File: config.mk
export PLATFORM = sky130hd
export DESIGN_NAME = alu_exec_unit
export DESIGN_NICKNAME = d
export VERILOG_FILES = /design/src/rtl/alu_exec_pkg.sv /design/src/rtl/alu_exec_decode.sv /design/src/rtl/alu_exec_unit.sv
export SDC_FILE = /design/constraint.sdc
export NUM_CORES = 1
export LEC_CHECK = 0
export CAP_MARGIN = 20
export CORE_ASPECT_RATIO = 1.4
export CORE_MARGIN = 5
export CORE_UTILIZATION = 61
export DETAILED_ROUTE_END_ITERATION = 6
export PLACE_DENSITY = 0.82
export SYNTH_ARGS = -nofsm -noshare
export SYNTH_HDL_FRONTEND = slang
export SYNTH_SLANG_ARGS = --single-unit
File: constraint.sdc
create_clock -name clk -period 9.7 [get_ports clk]
set_clock_uncertainty 0.05 [all_clocks]
set_input_delay 1.94 -clock clk [delete_from_list [all_inputs] [get_ports clk]]
set_output_delay 1.94 -clock clk [all_outputs]
set_load 0.01 [all_outputs]
File: src/rtl/alu_exec_pkg.sv
// alu_exec_pkg: shared constants and types for the EX-stage ALU block.
//   - funct field encodings (FN_*)
//   - 4-bit ALU control encodings (CTL_*)
//   - main-control ALUOp encodings (ALUOP_*)
//   - FSM state type (ST_DIV exists only when ALU_EXEC_DIV_EN is defined)
package alu_exec_pkg;

  localparam logic [5:0] FN_ADD   = 6'b100000;
  localparam logic [5:0] FN_SUB   = 6'b100010;
  localparam logic [5:0] FN_AND   = 6'b100100;
  localparam logic [5:0] FN_OR    = 6'b100101;
  localparam logic [5:0] FN_SLT   = 6'b101010;
  localparam logic [5:0] FN_SLL   = 6'b000000;
  localparam logic [5:0] FN_MULTU = 6'b011001;
  localparam logic [5:0] FN_DIVU  = 6'b011011;
  localparam logic [5:0] FN_MFHI  = 6'b010000;
  localparam logic [5:0] FN_MFLO  = 6'b010010;

  localparam logic [3:0] CTL_AND   = 4'b0000;
  localparam logic [3:0] CTL_OR    = 4'b0001;
  localparam logic [3:0] CTL_ADD   = 4'b0010;
  localparam logic [3:0] CTL_SLL   = 4'b0100;
  localparam logic [3:0] CTL_SUB   = 4'b0110;
  localparam logic [3:0] CTL_SLT   = 4'b0111;
  localparam logic [3:0] CTL_MULTU = 4'b1000;
  localparam logic [3:0] CTL_DIVU  = 4'b1001;
  localparam logic [3:0] CTL_MFHI  = 4'b1010;
  localparam logic [3:0] CTL_MFLO  = 4'b1011;

  localparam logic [1:0] ALUOP_ADD   = 2'b00;
  localparam logic [1:0] ALUOP_SUB   = 2'b01;
  localparam logic [1:0] ALUOP_FUNCT = 2'b10;

  typedef enum logic [1:0] {
    ST_IDLE = 2'd0,
    ST_MUL  = 2'd1
`ifdef ALU_EXEC_DIV_EN
    ,
    ST_DIV  = 2'd2
`endif
  } state_t;

endpackage

File: src/rtl/alu_exec_decode.sv
// alu_exec_decode: combinational funct/ALUOp -> 4-bit ALU control decoder.
//   alu_op  : main-control ALUOp
//   funct   : instruction funct field
//   alu_ctl : decoded control
// Optional macro ALU_EXEC_DIV_EN adds the divu decode; otherwise divu
// falls into the default (and) like any unknown funct.
module alu_exec_decode
  import alu_exec_pkg::*;
(
  input  logic [1:0] alu_op,
  input  logic [5:0] funct,
  output logic [3:0] alu_ctl
);

  always_comb begin
    alu_ctl = CTL_AND;
    if (alu_op == ALUOP_ADD) begin
      alu_ctl = CTL_ADD;
    end else if (alu_op[0]) begin
      // ALUOp 01 and 11 both mean subtract (branch compare)
      alu_ctl = CTL_SUB;
    end else begin
      case (funct)
        FN_ADD:   alu_ctl = CTL_ADD;
        FN_SUB:   alu_ctl = CTL_SUB;
        FN_AND:   alu_ctl = CTL_AND;
        FN_OR:    alu_ctl = CTL_OR;
        FN_SLT:   alu_ctl = CTL_SLT;
        FN_SLL:   alu_ctl = CTL_SLL;
        FN_MULTU: alu_ctl = CTL_MULTU;
        FN_MFHI:  alu_ctl = CTL_MFHI;
        FN_MFLO:  alu_ctl = CTL_MFLO;
`ifdef ALU_EXEC_DIV_EN
        FN_DIVU:  alu_ctl = CTL_DIVU;
`endif
        default:  alu_ctl = CTL_AND;
      endcase
    end
  end

endmodule

File: src/rtl/alu_exec_unit.sv
// alu_exec_unit: EX-stage block with decode, registered single-cycle ALU,
// iterative shift-add multiplier and HI/LO registers.
//   clk, reset (async, active high)
//   in_valid/in_ready : operation handshake; in_ready low during multi-cycle ops
//   instruccion, ALUOp, shamt, op_a, op_b : operation inputs
//   out_valid : one-cycle result pulse; result/zero registered with it
//   alu_ctl   : control of the last accepted op
//   stall     : ~in_ready, to the hazard unit
// Optional macro ALU_EXEC_DIV_EN adds an iterative restoring divu.
module alu_exec_unit
  import alu_exec_pkg::*;
#(
  parameter int WIDTH = 32,
  parameter int SHW   = 5
) (
  input  logic             clk,
  input  logic             reset,
  input  logic             in_valid,
  output logic             in_ready,
  input  logic [5:0]       instruccion,
  input  logic [1:0]       ALUOp,
  input  logic [SHW-1:0]   shamt,
  input  logic [WIDTH-1:0] op_a,
  input  logic [WIDTH-1:0] op_b,
  output logic             out_valid,
  output logic [WIDTH-1:0] result,
  output logic             zero,
  output logic [3:0]       alu_ctl,
  output logic             stall
);

  localparam int CNTW = (WIDTH > 1) ? $clog2(WIDTH) : 1;
  localparam logic [CNTW-1:0] CNT_LAST = CNTW'(WIDTH - 1);

  state_t             state_q, state_d;
  logic [CNTW-1:0]    cnt_q, cnt_d;
  logic [WIDTH-1:0]   hi_q, hi_d, lo_q, lo_d;
  logic [WIDTH-1:0]   result_q, result_d;
  logic               zero_q, zero_d;
  logic               out_valid_q, out_valid_d;
  logic [3:0]         alu_ctl_q, alu_ctl_d;
  // mcand holds multiplicand (or divisor); mplier holds multiplier (or
  // dividend, which turns into the quotient as it shifts).
  logic [WIDTH-1:0]   mcand_q, mcand_d, mplier_q, mplier_d;
  logic [2*WIDTH-1:0] acc_q, acc_d;

  logic [3:0]         dec_ctl;
  logic               accept;
  logic [WIDTH-1:0]   alu_out;
  logic [WIDTH:0]     mul_sum;

  alu_exec_decode u_decode (
    .alu_op  (ALUOp),
    .funct   (instruccion),
    .alu_ctl (dec_ctl)
  );

  assign in_ready  = (state_q == ST_IDLE);
  assign stall     = ~in_ready;
  assign accept    = in_valid && in_ready;
  assign out_valid = out_valid_q;
  assign result    = result_q;
  assign zero      = zero_q;
  assign alu_ctl   = alu_ctl_q;

  always_comb begin
    alu_out = '0;
    case (dec_ctl)
      CTL_ADD:  alu_out = op_a + op_b;
      CTL_SUB:  alu_out = op_a - op_b;
      CTL_AND:  alu_out = op_a & op_b;
      CTL_OR:   alu_out = op_a | op_b;
      CTL_SLT:  alu_out = {{(WIDTH-1){1'b0}}, ($signed(op_a) < $signed(op_b))};
      CTL_SLL:  alu_out = op_b << shamt;
      CTL_MFHI: alu_out = hi_q;
      CTL_MFLO: alu_out = lo_q;
      default:  alu_out = '0;
    endcase
  end

  // Right-shifting accumulator: add the multiplicand into the upper half
  // when the current multiplier bit is set, then shift everything right.
  // After WIDTH steps acc holds the full product.
  assign mul_sum = {1'b0, acc_q[2*WIDTH-1:WIDTH]} + {1'b0, (mplier_q[0] ? mcand_q : {WIDTH{1'b0}})};

`ifdef ALU_EXEC_DIV_EN
  // Restoring division; the partial remainder lives in acc_q[WIDTH-1:0].
  // A zero divisor naturally yields quotient all ones and remainder op_a.
  logic [WIDTH:0]     rem_shift, div_diff;
  logic               q_bit;
  logic [WIDTH-1:0]   rem_next;
  assign rem_shift = {acc_q[WIDTH-1:0], mplier_q[WIDTH-1]};
  assign div_diff  = rem_shift - {1'b0, mcand_q};
  assign q_bit     = ~div_diff[WIDTH];
  assign rem_next  = q_bit ? div_diff[WIDTH-1:0] : rem_shift[WIDTH-1:0];
`endif

  always_comb begin
    state_d     = state_q;
    cnt_d       = cnt_q;
    hi_d        = hi_q;
    lo_d        = lo_q;
    result_d    = result_q;
    zero_d      = zero_q;
    out_valid_d = 1'b0;
    alu_ctl_d   = alu_ctl_q;
    mcand_d     = mcand_q;
    mplier_d    = mplier_q;
    acc_d       = acc_q;
    case (state_q)
      ST_IDLE: begin
        if (accept) begin
          alu_ctl_d = dec_ctl;
          case (dec_ctl)
            CTL_MULTU: begin
              mcand_d  = op_a;
              mplier_d = op_b;
              acc_d    = '0;
              cnt_d    = '0;
              state_d  = ST_MUL;
            end
`ifdef ALU_EXEC_DIV_EN
            CTL_DIVU: begin
              mcand_d  = op_b;
              mplier_d = op_a;
              acc_d    = '0;
              cnt_d    = '0;
              state_d  = ST_DIV;
            end
`endif
            default: begin
              result_d    = alu_out;
              zero_d      = (alu_out == '0);
              out_valid_d = 1'b1;
            end
          endcase
        end
      end
      ST_MUL: begin
        acc_d    = {mul_sum, acc_q[WIDTH-1:1]};
        mplier_d = mplier_q >> 1;
        cnt_d    = cnt_q + CNTW'(1);
        if (cnt_q == CNT_LAST) begin
          hi_d        = acc_d[2*WIDTH-1:WIDTH];
          lo_d        = acc_d[WIDTH-1:0];
          result_d    = acc_d[WIDTH-1:0];
          zero_d      = (acc_d[WIDTH-1:0] == '0);
          out_valid_d = 1'b1;
          cnt_d       = '0;
          state_d     = ST_IDLE;
        end
      end
`ifdef ALU_EXEC_DIV_EN
      ST_DIV: begin
        acc_d    = {acc_q[2*WIDTH-1:WIDTH], rem_next};
        mplier_d = {mplier_q[WIDTH-2:0], q_bit};
        cnt_d    = cnt_q + CNTW'(1);
        if (cnt_q == CNT_LAST) begin
          hi_d        = rem_next;
          lo_d        = mplier_d;
          result_d    = mplier_d;
          zero_d      = (mplier_d == '0);
          out_valid_d = 1'b1;
          cnt_d       = '0;
          state_d     = ST_IDLE;
        end
      end
`endif
      default: state_d = ST_IDLE;
    endcase
  end

  always_ff @(posedge clk or posedge reset) begin
    if (reset) begin
      state_q     <= ST_IDLE;
      cnt_q       <= '0;
      hi_q        <= '0;
      lo_q        <= '0;
      result_q    <= '0;
      zero_q      <= 1'b1;
      out_valid_q <= 1'b0;
      alu_ctl_q   <= CTL_AND;
      mcand_q     <= '0;
      mplier_q    <= '0;
      acc_q       <= '0;
    end else begin
      state_q     <= state_d;
      cnt_q       <= cnt_d;
      hi_q        <= hi_d;
      lo_q        <= lo_d;
      result_q    <= result_d;
      zero_q      <= zero_d;
      out_valid_q <= out_valid_d;
      alu_ctl_q   <= alu_ctl_d;
      mcand_q     <= mcand_d;
      mplier_q    <= mplier_d;
      acc_q       <= acc_d;
    end
  end

endmodule

# After elaboration in Yosys (flattened, before gate mapping)
# Cells that the tools add are included.
[classes]
addsub = 4
magnitude_cmp = 1
n_eq_ne = 21
shift = 1
mux = 31
n_bitwise = 3
reduce_logical = 14
[ops]
columns = ["cell", "count"]
rows = [
  ["32-bit one-hot mux with 8 select lines", 1],
  ["32-bit 2-to-1 mux", 6],
  ["64-bit 2-to-1 mux", 2],
  ["32-bit one-hot mux with 2 select lines", 2],
  ["64-bit one-hot mux with 2 select lines", 1],
  ["32-bit zero test", 2],
  ["32-bit by 32-bit adder with 33-bit output", 1],
  ["32-bit adder", 1],
  ["32-bit AND", 1],
  ["32-bit < comparator", 1],
  ["32-bit OR", 1],
  ["4-bit one-hot mux with 8 select lines", 1],
  ["32-bit by 5-bit << shifter with 32-bit output", 1],
  ["32-bit subtractor", 1],
  ["6-bit equality test, second input constant", 4],
  ["6-bit by 5-bit equality test with 1-bit output, second input constant", 3],
  ["5-bit 2-to-1 mux", 3],
  ["4-bit by 3-bit equality test with 1-bit output, second input constant", 3],
  ["4-bit equality test, second input constant", 3],
  ["5-bit one-hot mux with 2 select lines", 1],
  ["3-bit AND reduction", 3],
  ["4-bit 2-to-1 mux", 2],
  ["6-bit zero test", 1],
  ["1-bit 2-to-1 mux", 6],
  ["17 further kinds", 24],
]
[totals]
regBits = 237
inputBits = 80
output_inout_bits = 40
elab_cells = 86

# Logic depth before layout (Yosys ltp)
# Gate-level depths: netlist of the first run.
[logic_depth]
ltp_word = 10
depth_mapped = 15
mapped_depth_nobuf = 14

# By module
# Synthesis of the first run repeated with hierarchy kept, for this count alone.
[hier_totals]
hier_cells = 2236
area_unflattened_um2 = 19202.2
[by_module_without_submodules]
columns = ["mod", "instances", "cells_each", "area_per_inst_um2", "seq_area_each_um2"]
rows = [
  ["alu_exec_unit", 1, 2216, 19067.0, 5881.9],
  ["alu_exec_decode", 1, 20, 135.1, 0.0],
]

# Least setup slack after synthesis of the first run
# Ideal clock, no wire load.
[synth_timing]
kind = "input-to-reg"
from = "in op_a[0]"
to = "reg zero_q, in the netlist zero"
setup_ns = 0.061
arrival_time_ns = 5.283
t_required_ns = 9.589
slack_ns = 4.306
stages = 14
n_path_buf = 0
cell_sequence = "inv_1 ha_1 fa_1 or2_2 a221oi_1 o21ai_1 a21o_1 a31oi_4 xnor2_1 a221oi_1 o2111ai_1 a2111oi_0 or4b_1 nand2_1"
[synth_via]
elab_chain_cells = 6
elab_cells_between_ends = 10
cone_classes = "add/sub (2); order compare (1); mux (4); bitwise (2); reduce/logical (1)"
[synth_rtl]
columns = ["element", "line", "rtl"]
rows = [
  ["start: declaration", "alu_exec_unit.sv:23", "input logic [WIDTH-1:0] op_a,"],
  ["32-bit subtractor (tied with other cells)", "alu_exec_unit.sv:70", "CTL_SUB: alu_out = op_a - op_b;"],
  ["32-bit one-hot mux with 8 select lines *", "alu_exec_unit.sv:68", "case (dec_ctl)"],
  ["32-bit zero test *", "alu_exec_unit.sv:133", "zero_d = (alu_out == '0);"],
  ["1-bit 2-to-1 mux *", "alu_exec_unit.sv:114", "case (dec_ctl)"],
  ["1-bit 2-to-1 mux *", "alu_exec_unit.sv:112", "if (accept) begin"],
  ["1-bit one-hot mux with 2 select lines *", "alu_exec_unit.sv:110", "case (state_q)"],
  ["end signal: assignment", "alu_exec_unit.sv:192", "zero_q <= zero_d;"],
  ["end: declaration", "alu_exec_unit.sv:39", "logic zero_q, zero_d;"],
]
# Mark *: on every way between the ends. The rest lies on a longest branch, timed or not. The select of a mux whose other input is x is not followed.
# A chain may end at the register's enable or synchronous reset.

# Worst setup path after layout of the first run
[layout_timing]
from = "in shamt[2]"
to = "reg zero_q, in the netlist zero"
[layout_via]
elab_chain_cells = 6
[layout_rtl]
columns = ["element", "line", "rtl"]
rows = [
  ["start: declaration", "alu_exec_unit.sv:22", "input logic [SHW-1:0] shamt,"],
  ["32-bit by 5-bit << shifter with 32-bit output", "alu_exec_unit.sv:74", "CTL_SLL: alu_out = op_b << shamt;"],
  ["32-bit one-hot mux with 8 select lines", "alu_exec_unit.sv:68", ""],
  ["32-bit zero test", "alu_exec_unit.sv:133", ""],
  ["1-bit 2-to-1 mux", "alu_exec_unit.sv:114", ""],
  ["1-bit 2-to-1 mux", "alu_exec_unit.sv:112", ""],
  ["1-bit one-hot mux with 2 select lines", "alu_exec_unit.sv:110", ""],
]
# Every way passes these cells. The select of a mux whose other input is x is not followed.

==> results of run 1 <==
[kinds of logic (layout without fill, tap and decap cells)]
kind of cell / after synthesis / count (layout) / synth area share (%)
muxes: 168 / 168 / 11.0
xor gates and xnor gates: 46 / 46 / 2.11
adders and majority gates: 150 / 150 / 9.95
and+or+nand+nor: 733 / 733 / 17.8
buffers and inverters: 257 / 304 / 5.26
DFF: 235 / 235 / 30.8
AOI/OAI and AO/OA: 665 / 665 / 23.0
[worst reg2reg max path, delay by kind of cell, from the launching register on]
kind / cells / cell delay (ns)
simple gates: 1 / 0.33
compound gates: 10 / 2.40
flops: 1 / 0.75
fa+ha+maj: 2 / 0.67
xor+xnor: 1 / 0.25
[final cells by class]
| cell class | count | share of cell area, % |
|---|---|---|
| inverters | 115 | 2.06 |
| well taps | 390 | 2.29 |
| clock inverters | 16 | 1.03 |
| clock buffers | 30 | 3.07 |
| multi-input cells | 1762 | 57.5 |
| flip-flops and latches | 235 | 27.6 |
| repair buffers | 143 | 6.43 |
[path summary, 6_finish.rpt]
path / depth (start not counted) / endpoint / from
worst max-delay path: 11 / zero / shamt[2]
worst min-delay path: 2 / result[15] / result[15]
worst min register to register: 2 / result[15] / result[15]
max in group asynchronous: 3 / mplier_q[3] / reset
min in group asynchronous: 2 / hi_q[27] / reset
worst max register to register: 14 / hi_q[17] / mplier_q[0]
[per-stage QoR]
stage               power (uW)  util [%]  hold slack, ns  setup slack, ns
floorplan                 2190         -           0.387             1.27
global placement          2690      66.2           0.405             2.50
detailed placement        2740      66.2           0.408             2.42
CTS                       3800      69.0           0.423             3.03
global route              4010      69.1           0.461             2.76
finish                    3850      69.1           0.424             2.75
[power by group]
group / internal [uW] / total (uW) / leakage [uW] / switching [uW]
registers: 1210 / 1450 / 0.00284 / 245
clock network: 598 / 1050 / 0.000430 / 455
logic: 519 / 1350 / 0.00615 / 828
[layer usage]
layer	vias up	share of wire, %	wire length (microns)
met3	324	9.8	7490
met2	1279	46	35300
li1	8219	-	-
met5	-	0	0
met1	9161	36	27700
met4	0	8.2	6280
[sequential cells by signal (all words and copies together) (netlist names)]
| register | flops |
|---|---|
| acc_q | 63 |
| alu_ctl | 4 |
| cnt_q | 5 |
| hi_q | 32 |
| lo_q | 32 |
| mcand_q | 32 |
| mplier_q | 32 |
| out_valid | 1 |
| result | 32 |
| state_q | 1 |
| zero | 1 |
[synthesized netlist by cell type (all sizes together), types with 9 or more instances]
library cell    n
a211o          13
a211oi         33
a21o           34
a21oi         135
a221o           9
a221oi         18
a31oi          17
and2           36
and3           19
buf            31
clkbuf        111
dfrtp         234
ha            147
inv           114
mux2           77
mux2i          65
mux4           26
nand2         313
nand2b         25
nand3          28
nand4          22
nor2          158
nor2b          18
nor3           40
nor4           22
o211ai         17
o21a            9
o21ai         207
o21bai         16
o221ai         17
o22ai          19
o31ai          15
or2            12
or3            10
xnor2          36
xor2           10
==> results.cfg, run 1 <==
[run_status]
status = complete, no violations

[power]
vdd_drop_max_mv = 0.144
p_leak_uw = 0.00943
power_density_nw_per_um2 = 181

[finish]
multi_input_area_sq_um = 12200
n_antenna_cell = 0
synthToLayoutAreaGrowth_pct = 11.6
nNetsFinal = 2512
regArea_sq_um = 5890
final_cell_mix = 312 x nand2_1, 233 x dfrtp_1, 204 x o21ai_0
drive_gt1_share_pct = 9.26
stdcell_count = 2691
final_common_cell = nand2_1
final_cell_area_sq_um = 21300
fill_cells = 2377

[detailed_routing]
vias = 19000
drtAntennaViolNets = 0
dr.pass1.iters = 6
wl_per_cell_microns = 28.5
drcViolationCount = 0
drt_wl_total_mm = 76.7
first_iter_violations = 2643
vias_per_cell = 7.05

[grt]
busiest_layer = met2
grt.total_usage_pct = 42.4
overflow = 0
met2_usage_pct = 68.8
grt_first_pass_wirelength_mm = 115
grt_max_degree = 108
grt_pass1_vias = 18600
met3_usage_pct = 7.44
use_met1_pct = 52.0
antenna_found_initial = 0

[place]
gp_congestion = 1.10
numPortBuffers = 119
dp_hpwl_mm = 57.5
placed_cell_area_sq_um = 20400
dp_cells = 2643

[flow_run]
maxCapViolations = 0

[yosys]
yosysTopAreaCell = dfrtp_1
yosys_register_bits = 235
ys.flop_type = dfrtp_1
synth-edff-count = 0
syn_avg_cell_area_sq_um = 8.47
ys_types = 92
synth.area.top_cells = dfrtp_1 31%, ha_1 9.6%, nand2_1 6.2%
ys_warn_count = 0
async_flop_share_pct = 100
synth_fp_nets = 2484
synth-seq-area-share_pct = 30.8
netlist_area_sq_um = 19100
synthCells = 2254
synth.top_cell.area_share_pct = 30.7

[setup_path]
reg2reg_slack_ns = 5.09
cp-end-kind = flop
critPathSlowestCell = clkdlybuf4s50_1
crit_family = simple AND/OR/NAND/NOR gates
path_max_fanout = 23
cp.arrival_ns = 7.41
critPathKind = in -> reg
start_kind = input pin
crit_buf_inv = 2
crit_top_cell = or4b_1
cp.required_ns = 10.16
slowest_delay_ns = 1.09
cp_cell_sequence = clkdlybuf4s50_1, inv_1, o21ai_0, or3_1, o221ai_1, nor3_1, or4b_1, nor4_1, nand4_1, or4b_1, nand2_1

[sta]
period_share_pct = 71.6
maxSlewViolCount = 0
fin_tns_setup_ns = 0
finalSetupViolCount = 0
worst_pin_slew_ns = 1.24
min_period_ns = 6.95
slew-limit-headroom_pct = 16.9
rsz0062_at_grt = no
hold_viol_final = 0
max_freq_mhz = 144

[clocking]
insertion_delay_ns = 0.56
clk_pin_slew_ns = 0.07
ctsHtreeMaxLevel = 1
root_buffer = clkbuf_16
cts_tree = built
cts.path.max_buffers = 3
clock-sinks = 235
cts_resized = 0
cts_hold_buf = 0
post-cts-setup-buffers = 0
numCtsBuffers = 25

[floorplanning]
die_w_microns = 160
chipHeight_microns = 219
fp-row-count = 76
coreArea_sq_um = 30800
die-area_sq_um = 35000
pin_count = 120
start_util_pct = 62.0

[min_path]
min_path_type = reg -> reg
Note: power is estimated with default switching activity, not from simulation.
==> run 2: changes to the inputs <==
--- a/config.mk
+++ b/config.mk
@@ -8,9 +8,9 @@
 export CAP_MARGIN = 20
 export CORE_ASPECT_RATIO = 1.4
 export CORE_MARGIN = 5
-export CORE_UTILIZATION = 61
+export CORE_UTILIZATION = 55
 export DETAILED_ROUTE_END_ITERATION = 6
-export PLACE_DENSITY = 0.82
+export PLACE_DENSITY = 0.78
 export SYNTH_ARGS = -nofsm -noshare
 export SYNTH_HDL_FRONTEND = slang
 export SYNTH_SLANG_ARGS = --single-unit
==> constraint.sdc (replaced) <==
create_clock -name clk -period 6.2 [get_ports clk]
set_clock_uncertainty 0.05 [all_clocks]
set_input_delay 1.24 -clock clk [delete_from_list [all_inputs] [get_ports clk]]
set_output_delay 1.24 -clock clk [all_outputs]
set_load 0.01 [all_outputs]
==> results.cfg, run 2 (synthesized netlist as in run 1, its figures left out) <==
[setup_path]
rr_worst_depth = 13
path_max_fanout = 4
cp-end-kind = flop
critPathKind = in -> reg
critPathSlowestCell = a221oi_1
slowest_delay_ns = 0.52
crit_family = simple AND/OR/NAND/NOR gates
cp.arrival_ns = 6.14
reg2reg_from = mplier_q[0]
regToRegEndpoint = hi_q[30]
cp.required_ns = 6.66
cp_cell_sequence = clkdlybuf4s50_1, inv_1, ha_1, fa_1, or2_2, a221oi_1, o21ai_1, and3_1, a221o_1, a221oi_1, nand4_1, nor4_1, nand4_1, buf_4, or4b_1, nand2_1
start_kind = input pin
reg2reg_slack_ns = 1.62
crit_buf_inv = 3

[floorplanning]
pin_count = 120
die-area_sq_um = 38600
die_w_microns = 167
chipHeight_microns = 230
fp-row-count = 80
coreArea_sq_um = 34200
start_util_pct = 55.8

[run_status]
status = complete, no violations

[detailed_routing]
vias = 19000
drtAntennaViolNets = 0
wl_per_cell_microns = 27.4
vias_per_cell = 6.71
first_iter_violations = 2449
drcViolationCount = 0
dr.pass1.iters = 6
drt_wl_total_mm = 77.3

[sta]
period_share_pct = 91.7
fin_tns_setup_ns = 0
finalSetupViolCount = 0
hold_viol_final = 0
slew-limit-headroom_pct = 25.7
max_freq_mhz = 176
worst_pin_slew_ns = 1.11
min_period_ns = 5.69
maxSlewViolCount = 0
rsz0062_at_grt = no

[grt]
grt.total_usage_pct = 38.8
grt_first_pass_wirelength_mm = 115
grt_pass1_vias = 18700
overflow = 0
antenna_found_initial = 4
grt_max_degree = 191

[power]
p_leak_uw = 0.00977
vdd_drop_max_mv = 0.349
power_density_nw_per_um2 = 274

[clocking]
insertion_delay_ns = 0.57
clk_pin_slew_ns = 0.07
numCtsBuffers = 26
clock-sinks = 235
root_buffer = clkbuf_16
cts_tree = built
cts_resized = 0
cts.path.max_buffers = 3
post-cts-setup-buffers = 0
ctsHtreeMaxLevel = 1
cts_hold_buf = 0

[min_path]
min_to = cnt_q[3]
whs_path_depth = 1
min_from = cnt_q[3]
min_path_type = reg -> reg

[place]
numPortBuffers = 119
dp_hpwl_mm = 60.2
gp_congestion = 1.07

[finish]
largest_reg_flops = 63
drive_gt1_share_pct = 12.1
nNetsFinal = 2584
final_common_cell = nand2_1
final_cell_mix = 312 x nand2_1, 233 x dfrtp_1, 204 x o21ai_0
largest_register = acc_q
n_antenna_cell = 0
synthToLayoutAreaGrowth_pct = 14.9
finalCoreUtilization_pct = 64.1

[flow_run]
maxCapViolations = 0
run 2: layout make-up:
cell class	count	area, sq um
repair buffers	214	1930
multi-input cells	1762	12200
fillers	2880	12300
clock buffers	31	709
well taps	451	564
inverters	115	435
flip-flops and latches	235	5890
clock inverters	16	179
run 2: metal layers:
layer	vias up	wire length (microns)	global-route usage, %
li1	8351	-	-
met1	9228	29900	49.8
met2	1090	35700	62.6
met3	290	5860	5.36
met4	4	5860	22.8
met5	-	23	0
run 2: how the worst max path moves through the flow:
stage | endpoint | startpoint | depth (start not counted) | slack (ns)
4_1_cts | zero | op_a[0] | 16 | 0.66
5_1_grt | zero | op_a[0] | 16 | 0.39
6_report | zero | op_a[0] | 16 | 0.51
3_3_place_gp | zero | op_a[0] | 16 | 0.14
3_5_place_dp | zero | op_a[0] | 16 | 0.08
2_1_floorplan | zero | op_a[0] | 14 | 1.51
run 2: metrics by stage:
step / power, uW / area, sq um / std cells / setup WS (ns) / hold slack (ns)
2_1_floorplan: 3420 / 19100 / 2254 / 1.51 / 0.387
3_3_place_gp: 4270 / 21000 / 2777 / 0.137 / 0.403
3_5_place_dp: 4340 / 21000 / 2777 / 0.0814 / 0.415
4_1_cts: 5980 / 21900 / 2824 / 0.659 / 0.428
5_1_grt: 6290 / 21900 / 2824 / 0.388 / 0.452
6_report: 6020 / 21900 / 2824 / 0.514 / 0.428
run 2: where the power goes:
part / total, uW / internal (uW) / switching (uW)
logic: 2130 / 852 / 1280
clock network: 1640 / 913 / 722
registers: 2250 / 1890 / 363
